===== src/rtl/rho_rotate_controller.sv =====
// Control sequencer for the Keccak rho step: reads each lane, rotates the shared
// lane register left by the lane's rho offset (one bit per cycle), writes it back.
module rho_rotate_controller #(
  parameter int LANES  = 25,
  parameter int LANE_W = 64,
  parameter int ADR_W  = 5
) (
  input  logic             clk,
  input  logic             rst,
  input  logic             start,
  output logic             ready,
  output logic             memRead,
  output logic             memWrite,
  output logic [ADR_W-1:0] adr,
  output logic             regLd,
  output logic             regRotL,
  output logic             done
);

  localparam int ROT_W = (LANE_W > 1) ? $clog2(LANE_W) : 1;

  typedef enum logic [2:0] {
    IDLE, INIT, READ, LOAD, ROTATE, WRITE, DONE
  } state_t;

  state_t           state, stateNext;
  logic [ADR_W-1:0] laneCnt;
  logic [ROT_W-1:0] rotCnt;
  logic [ROT_W-1:0] rotOff;
  logic             lastLane;

  // Rho offsets indexed by x + 5*y; lanes beyond the 5x5 state get no rotation.
  function automatic int rhoRaw(input logic [ADR_W-1:0] idx);
    int r;
    r = 0;
    case (int'(idx))
      0:  r = 0;   1:  r = 1;   2:  r = 62;  3:  r = 28;  4:  r = 27;
      5:  r = 36;  6:  r = 44;  7:  r = 6;   8:  r = 55;  9:  r = 20;
      10: r = 3;   11: r = 10;  12: r = 43;  13: r = 25;  14: r = 39;
      15: r = 41;  16: r = 45;  17: r = 15;  18: r = 21;  19: r = 8;
      20: r = 18;  21: r = 2;   22: r = 61;  23: r = 56;  24: r = 14;
      default: r = 0;
    endcase
    return r;
  endfunction

  assign rotOff   = ROT_W'(rhoRaw(laneCnt) % LANE_W);
  assign lastLane = (laneCnt == ADR_W'(LANES - 1));
  assign adr      = laneCnt;

  always_ff @(posedge clk) begin
    if (!rst) begin
      state   <= IDLE;
      laneCnt <= '0;
      rotCnt  <= '0;
    end else begin
      state <= stateNext;
      case (state)
        INIT:    laneCnt <= '0;
        LOAD:    rotCnt  <= rotOff;
        ROTATE:  rotCnt  <= rotCnt - ROT_W'(1);
        WRITE:   if (!lastLane) laneCnt <= laneCnt + ADR_W'(1);
        default: ;
      endcase
    end
  end

  always_comb begin
    stateNext = state;
    ready     = 1'b0;
    memRead   = 1'b0;
    memWrite  = 1'b0;
    regLd     = 1'b0;
    regRotL   = 1'b0;
    done      = 1'b0;
    case (state)
      IDLE: begin
        ready = 1'b1;
        if (start) stateNext = INIT;
      end
      INIT: stateNext = READ;
      READ: begin
        memRead   = 1'b1;
        stateNext = LOAD;
      end
      LOAD: begin
        regLd     = 1'b1;
        stateNext = (rotOff == '0) ? WRITE : ROTATE;
      end
      ROTATE: begin
        regRotL = 1'b1;
        if (rotCnt == ROT_W'(1)) stateNext = WRITE;
      end
      WRITE: begin
        memWrite  = 1'b1;
        stateNext = lastLane ? DONE : READ;
      end
      DONE: begin
        done      = 1'b1;
        stateNext = IDLE;
      end
      default: stateNext = IDLE;
    endcase
  end

endmodule


===== config.mk =====
export PLATFORM = sky130hd
export DESIGN_NAME = rho_rotate_controller
export DESIGN_NICKNAME = d
export VERILOG_FILES = /design/src/rtl/rho_rotate_controller.sv
export SDC_FILE = /design/constraint.sdc
export NUM_CORES = 1
export LEC_CHECK = 0
export BUFFER_PORTS_ARGS = -buffer_cell sky130_fd_sc_hd__buf_4
export CAP_MARGIN = 20
export CORE_ASPECT_RATIO = 1.4
export CORE_UTILIZATION = 34
export DETAILED_ROUTE_END_ITERATION = 8
export PLACE_DENSITY_LB_ADDON = 0.25
export SLEW_MARGIN = 20
export SYNTH_ARGS = -nofsm -noshare
export SYNTH_HDL_FRONTEND = slang
export SYNTH_SLANG_ARGS = --single-unit
export TNS_END_PERCENT = 20

===== constraint.sdc =====
create_clock -name clk -period 2.5 [get_ports clk]
set_input_delay 0.75 -clock clk [delete_from_list [all_inputs] [get_ports clk]]
set_output_delay 0.75 -clock clk [all_outputs]
set_load 0.02 [all_outputs]

* After elaboration in Yosys (flattened, before gate mapping) *
Memories as Yosys holds them, arrays and structs flattened. A register that Yosys moved wholly into a read port is not among the register bits.
Cells that the tools add are included.

storage, ports and cells
  bits in registers = 14
  RAM bits = 0
  bits in read-only memories = 192
  output and inout bits = 11
  word-level logic and storage cells = 39
  memories = 1
  input port bits = 3
  bits in latches = 0

memories
  name             words  width  read ports  clocked after memory_dff  wr ports  line  source
  (no name shown)  32     6      1           1                         0         36    case (int'(idx))

cells by class
  order comparisons = 0
  reduce and logical (&&, ||, !) cells = 6
  div/mod/pow operators = 0
  multiplexer cells = 16
  equality and inequality tests = 11
  bitwise gates (word level) = 0
  $add $sub $neg = 2
  multiply operators = 0
  shift operators = 0

operator list
  operator                                           number
  one-hot mux 3 bit (6 select lines)                 1
  2-to-1 mux 5 bit                                   3
  one-hot mux 6 bit (2 select lines)                 1
  one-hot mux 5 bit (2 select lines)                 1
  == test 3 bit (second input constant)              3
  2-to-1 mux 3 bit                                   3
  2-to-1 mux 1 bit                                   7
  == test 3 x 2 -> 1 bit (second input constant)     2
  == test 6 x 1 -> 1 bit (second input constant)     1
  logical NOT 6 bit                                  1
  inequality test 2 bit (second input constant)      3
  subtractor 6 x 1 -> 6 bit (second input constant)  1
  adder 5 x 1 -> 5 bit (second input constant)       1
  == test 5 bit (second input constant)              1
  AND reduction 2 bit                                2
  nonzero test 2 bit                                 2
  == test 3 x 1 -> 1 bit (second input constant)     1
  logical NOT 3 bit                                  1

* Logic depth before layout (Yosys ltp) *
  word-level depth = 5
  mapped depth = 11
  depth with buffers taken out = 11

* Worst setup path after synthesis *
OpenSTA, ideal clock, no wires.

  path kind = reg-to-reg
  start point = reg laneCnt[0] (netlist: adr[0])
  end point = reg rotOff[5] (netlist name)
  setup time = 0.127 ns
  data arrival time = 2.318 ns
  buffers on the path = 0
  period minus slack after synthesis = 2.445 ns
  stages on the path, launching flop included = 11
  path slack = 0.055 ns
  required time = 2.373 ns
  cell sequence = dfxtp_1 -> inv_1 -> ha_1 -> nand4b_1 -> nand4_1 -> a31oi_1 -> inv_1 -> ha_1 -> nor2_1 -> a2111oi_0 -> or3_1

between the ends
  longest elaborated chain between the ends = 5
  elaborated cells between the ends (all ways) = 8
  those cells by class = add/sub (1); eq/ne (2); mux (4); reduce/logical (1)

RTL lines
  what                                                                              line    source
  start: declaration                                                                27      logic [ADR_W-1:0] laneCnt;
  start signal: assignment                                                          62      WRITE: if (!lastLane) laneCnt <= laneCnt + ADR_W'(1);
  adder 5 x 1 -> 5 bit / == test 5 bit (equally long branches)                      62, 48
  2-to-1 mux 5 bit / inequality test 2 bit (equally long branches)                  -
  one-hot mux 5 bit (2 select lines) / AND reduction 2 bit (equally long branches)  -
  2-to-1 mux 5 bit (no line) * (2 in series)                                        -

Mark *: on every way between the ends. The rest lies on a longest branch, timed or not. The select of a mux whose other input is x is not followed.
A chain may end at the register's enable or synchronous reset.

* Worst setup path after layout *
  start point = reg state[1]
  end point = out regRotL

between the ends
  longest elaborated chain between the ends = 2

RTL lines
  what                      line  source
  start: declaration        26    state_t state, stateNext;
  start signal: assignment  57    state <= stateNext;
  == test 3 bit             76    case (state)
  2-to-1 mux 1 bit          76
  end: declaration          16    output logic regRotL,

No other way between the ends.

==> Implementation_results.wiki <==
{| class="wikitable"
! Metric !! Value
|-
| Setup-failing EPs final || 0
|-
| Routed wirelength normalized by instance count || 15.3 um
|-
| Final Wtd Congestion || 0.932
|-
| Clock buffer depth || 2
|-
| Initial DRC Count || 91
|-
| Antenna diodes || 0
|-
| Average cell area after synthesis || 8.05 um^2
|-
| Post-route fraction of the period consumed by the critical path || 95.8%
|-
| List of cells traversed by the critical path || buf_4 > or3b_1 > inv_1 > buf_4
|-
| Input/output buffers || 13
|-
| Number of antenna violations at the first check in global routing || 0
|-
| Pin count of the biggest net entering global routing || 15
|-
| Worst path bufs/invs || 3
|-
| Clock Skew || 0.981 ps
|-
| CP Capture Type || output port
|-
| Aggregate negative setup slack || 0 ps
|-
| Post-synthesis instance area || 1380 um^2
|-
| Final Net Count || 203
|-
| Max-slew violations || 0
|-
| WS Path Type || register to output port
|-
| Cell accounting for the most synthesized area || dfxtp_1
|-
| Clock latency on the worst-skew pair || 250 ps
|-
| Number of max-cap violations || 0
|-
| Post-route design area || 1640 um^2
|-
| Post-detailed-route DRC marker count || 0
|-
| Placeable core region || 3920 um^2
|-
| Share of the synthesized area in the top cell type || 28.9%
|-
| Area of the multi-input gates || 895 um^2
|-
| Post-DP Area || 1560 um^2
|-
| Family with the most delay on the worst path || buffers and inverters
|-
| CTS H-tree depth || 1
|-
| Share of flip-flops with an asynchronous set or reset after synthesis || 0%
|-
| Library cell used as clock root buffer || clkbuf_8
|-
| Shortest period the worst path allows || 2390 ps
|-
| Total detailed-routing wirelength || 3.59 mm
|-
| DIE WIDTH || 55.9 um
|-
| Worst-Margin Slew || 607 ps
|-
| Most common cell type on the critical path || buf_4
|-
| Critical path arrival || 1640 ps
|-
| RSZ-0062 raised after global routing || no
|-
| Leak pwr || 0.673 nW
|-
| Critical path startpoint category || register
|-
| Detailed-route via count || 1,371
|-
| Run status || completed
|-
| Cell count after synthesis || 172
|-
| Post-synth net total || 183
|-
| Biggest cell delay along the critical path || 490 ps
|-
| Hold violation count in the final report || 0
|-
| Via count of the first global-routing pass || 1,410
|-
| Required time of the critical path || 1750 ps
|-
| Total iterations of the first detailed-routing run || 4
|-
| Post-cts sizing count || 0
|-
| Cts hold-fix bufs || 0
|-
| Floorplan row count || 27
|-
| Slowest library cell on the worst path || or3b_1
|-
| Worst Hold Class || register to register
|-
| Highest net fanout along the worst path || 7
|-
| Peak clock frequency supported by timing || 418 MHz
|-
| Total Routing Usage GR || 17.5%
|-
| Number of buffers created by CTS || 3
|-
| Post-synth top flop || dfxtp_1
|-
| Final ANT Viol Nets || 0
|-
| Fraction of final layout cells with drive strength greater than 1 || 23.0%
|-
| Number of filler instances in the final layout || 409
|-
| Yosys warnings || 0
|-
| Max VDD drop || 239 uV
|-
| Aggregate global routing overflow || 0
|-
| TritonCTS clock tree || yes
|-
| Die ar. || 4330 um^2
|-
| Power per standard cell area || 446 nW/um^2
|-
| Post CTS Setup Buffer Count || 0
|-
| Yosys reg bits || 20
|-
| First-pass GRT wire length || 6.13 mm
|-
| Slew Limit Headroom || 59.1%
|-
| Signed area change from the synthesized netlist to the final layout || 18.2%
|-
| Initial Util || 35.3%
|-
| Number of enable flip-flop cells after synthesis || 0
|-
| Vertical die dimension || 77.5 um
|-
| Biggest area contributors in the synthesized netlist || dfxtp_1 (29%), ha_1 (7.2%), nor2_1 (5.7%)
|-
| Storage cell area || 402 um^2
|-
| Unique cell type count in the Yosys netlist || 58
|-
| Sequential cell area fraction in the yosys report || 28.9%
|-
| I/O Pins || 14
|-
| Hpwl dp || 2.83 mm
|-
| Clk slew on worst S/H paths || 80 ps
|-
| Avg Vias per Cell || 5.86
|-
| Clock sinks || 20
|}
==> cell families (layout without fill, tap and decap cells) <==
| group | count (synthesis) | in the layout | synth area share, % |
|---|---|---|---|
| xor gates and xnor gates | 1 | 1 | 0.633 |
| buffers and inverters | 22 | 41 | 7.50 |
| muxes | 2 | 2 | 1.45 |
| AOI/OAI and AO/OA | 47 | 47 | 23.7 |
| DFF | 20 | 20 | 28.9 |
| and+or+nand+nor | 72 | 72 | 30.6 |
| adders and majority gates | 8 | 8 | 7.23 |
==> per-layer routing <==
| metal | global-route usage, % | wire [um] |
|---|---|---|
| met4 | 10.7 | 155 |
| met1 | 19.1 | 1410 |
| met2 | 31.9 | 1910 |
| met5 | 0 | 0 |
| met3 | 1.67 | 113 |
==> through the flow <==
step           setup slack [ps]  util, %  power [W]  hold WS [ps]  instances
2_1_floorplan              55.3        -   0.000446           453        172
3_3_place_gp                158     39.9   0.000487           471        230
3_5_place_dp               51.4     39.9   0.000487           481        230
4_1_cts                    33.8     41.3   0.000734           490        234
5_1_grt                    31.5     41.7   0.000769           504        234
6_report                    105     41.7   0.000730           486        234
==> path summary, 6_finish.rpt <==
kind | startpoint | to | slack (ps) | depth (start not counted)
worst max-delay path | state[1]$_SDFFE_PN0P_ | regRotL | 110 | 4
worst min-delay path | rotOff[1]$_DFF_P_ | rotCnt[1]$_SDFFE_PN0P_ | 490 | 2
worst max register to register | adr[1]$_SDFFE_PN0P_ | rotOff[0]$_DFF_P_ | 140 | 11
worst min register to register | rotOff[1]$_DFF_P_ | rotCnt[1]$_SDFFE_PN0P_ | 490 | 2
==> flip-flops by register name, indices dropped and copies added, names as in the netlist <==
name and cells:
rotOff 6, rotCnt 6, adr 5, state 3
==> area by class of cell <==
class | count | area share [%]
multi-input combinational | 130 | 54.7
tap | 43 | 3.29
sequential | 20 | 24.6
inverter | 14 | 3.52
clock buffer | 4 | 3.37
timing repair buffer | 23 | 10.6
==> synth_stat cells (all sizes together), types with 2 or more instances <==
master   number
inv          13
a21o          2
dfxtp        20
nand3b        2
nor4          6
o211ai        2
o31ai         2
nor3          6
o311a         2
a31oi         4
ha            8
o21ai         7
nand4         4
clkbuf        2
nand2b        3
or3           3
mux2i         2
nor2         21
or2           2
nand2         8
and2          3
nand3         4
a21oi        13
nand4b        2
nor2b         3
buf           6
a2111oi       4
==> worst reg2reg max path, delay by kind of cell (launching register included) <==
family                   cells  cell delay [ps]
AO/OA/AOI/OAI                2              480
buffers and inverters        3              370
adder cells (fa/ha/maj)      2              430
AND/OR/NAND/NOR              4              600
flip-flops                   1              380
==> cells in the final DEF (no fill, tap or decap), drive strengths merged, types with 3 or more instances in the layout <==
cell type and instances:
nor4 6, dfxtp 20, and2 3, nand2b 3
nor3 6, a31oi 4, nor2 21, a21oi 13
nor2b 3, nand3 4, nand2 8, nand4 4
ha 8, inv 13, buf 23, clkbuf 4
a2111oi 4, or3 3, o21ai 7
==> where the power goes <==
part | switching [W] | internal (W)
logic | 0.0000760 | 0.0000575
registers | 0.0000171 | 0.000331
clock network | 0.000108 | 0.000140
total | 0.000201 | 0.000528
No activity file was read; power rests on OpenSTA's default activity.
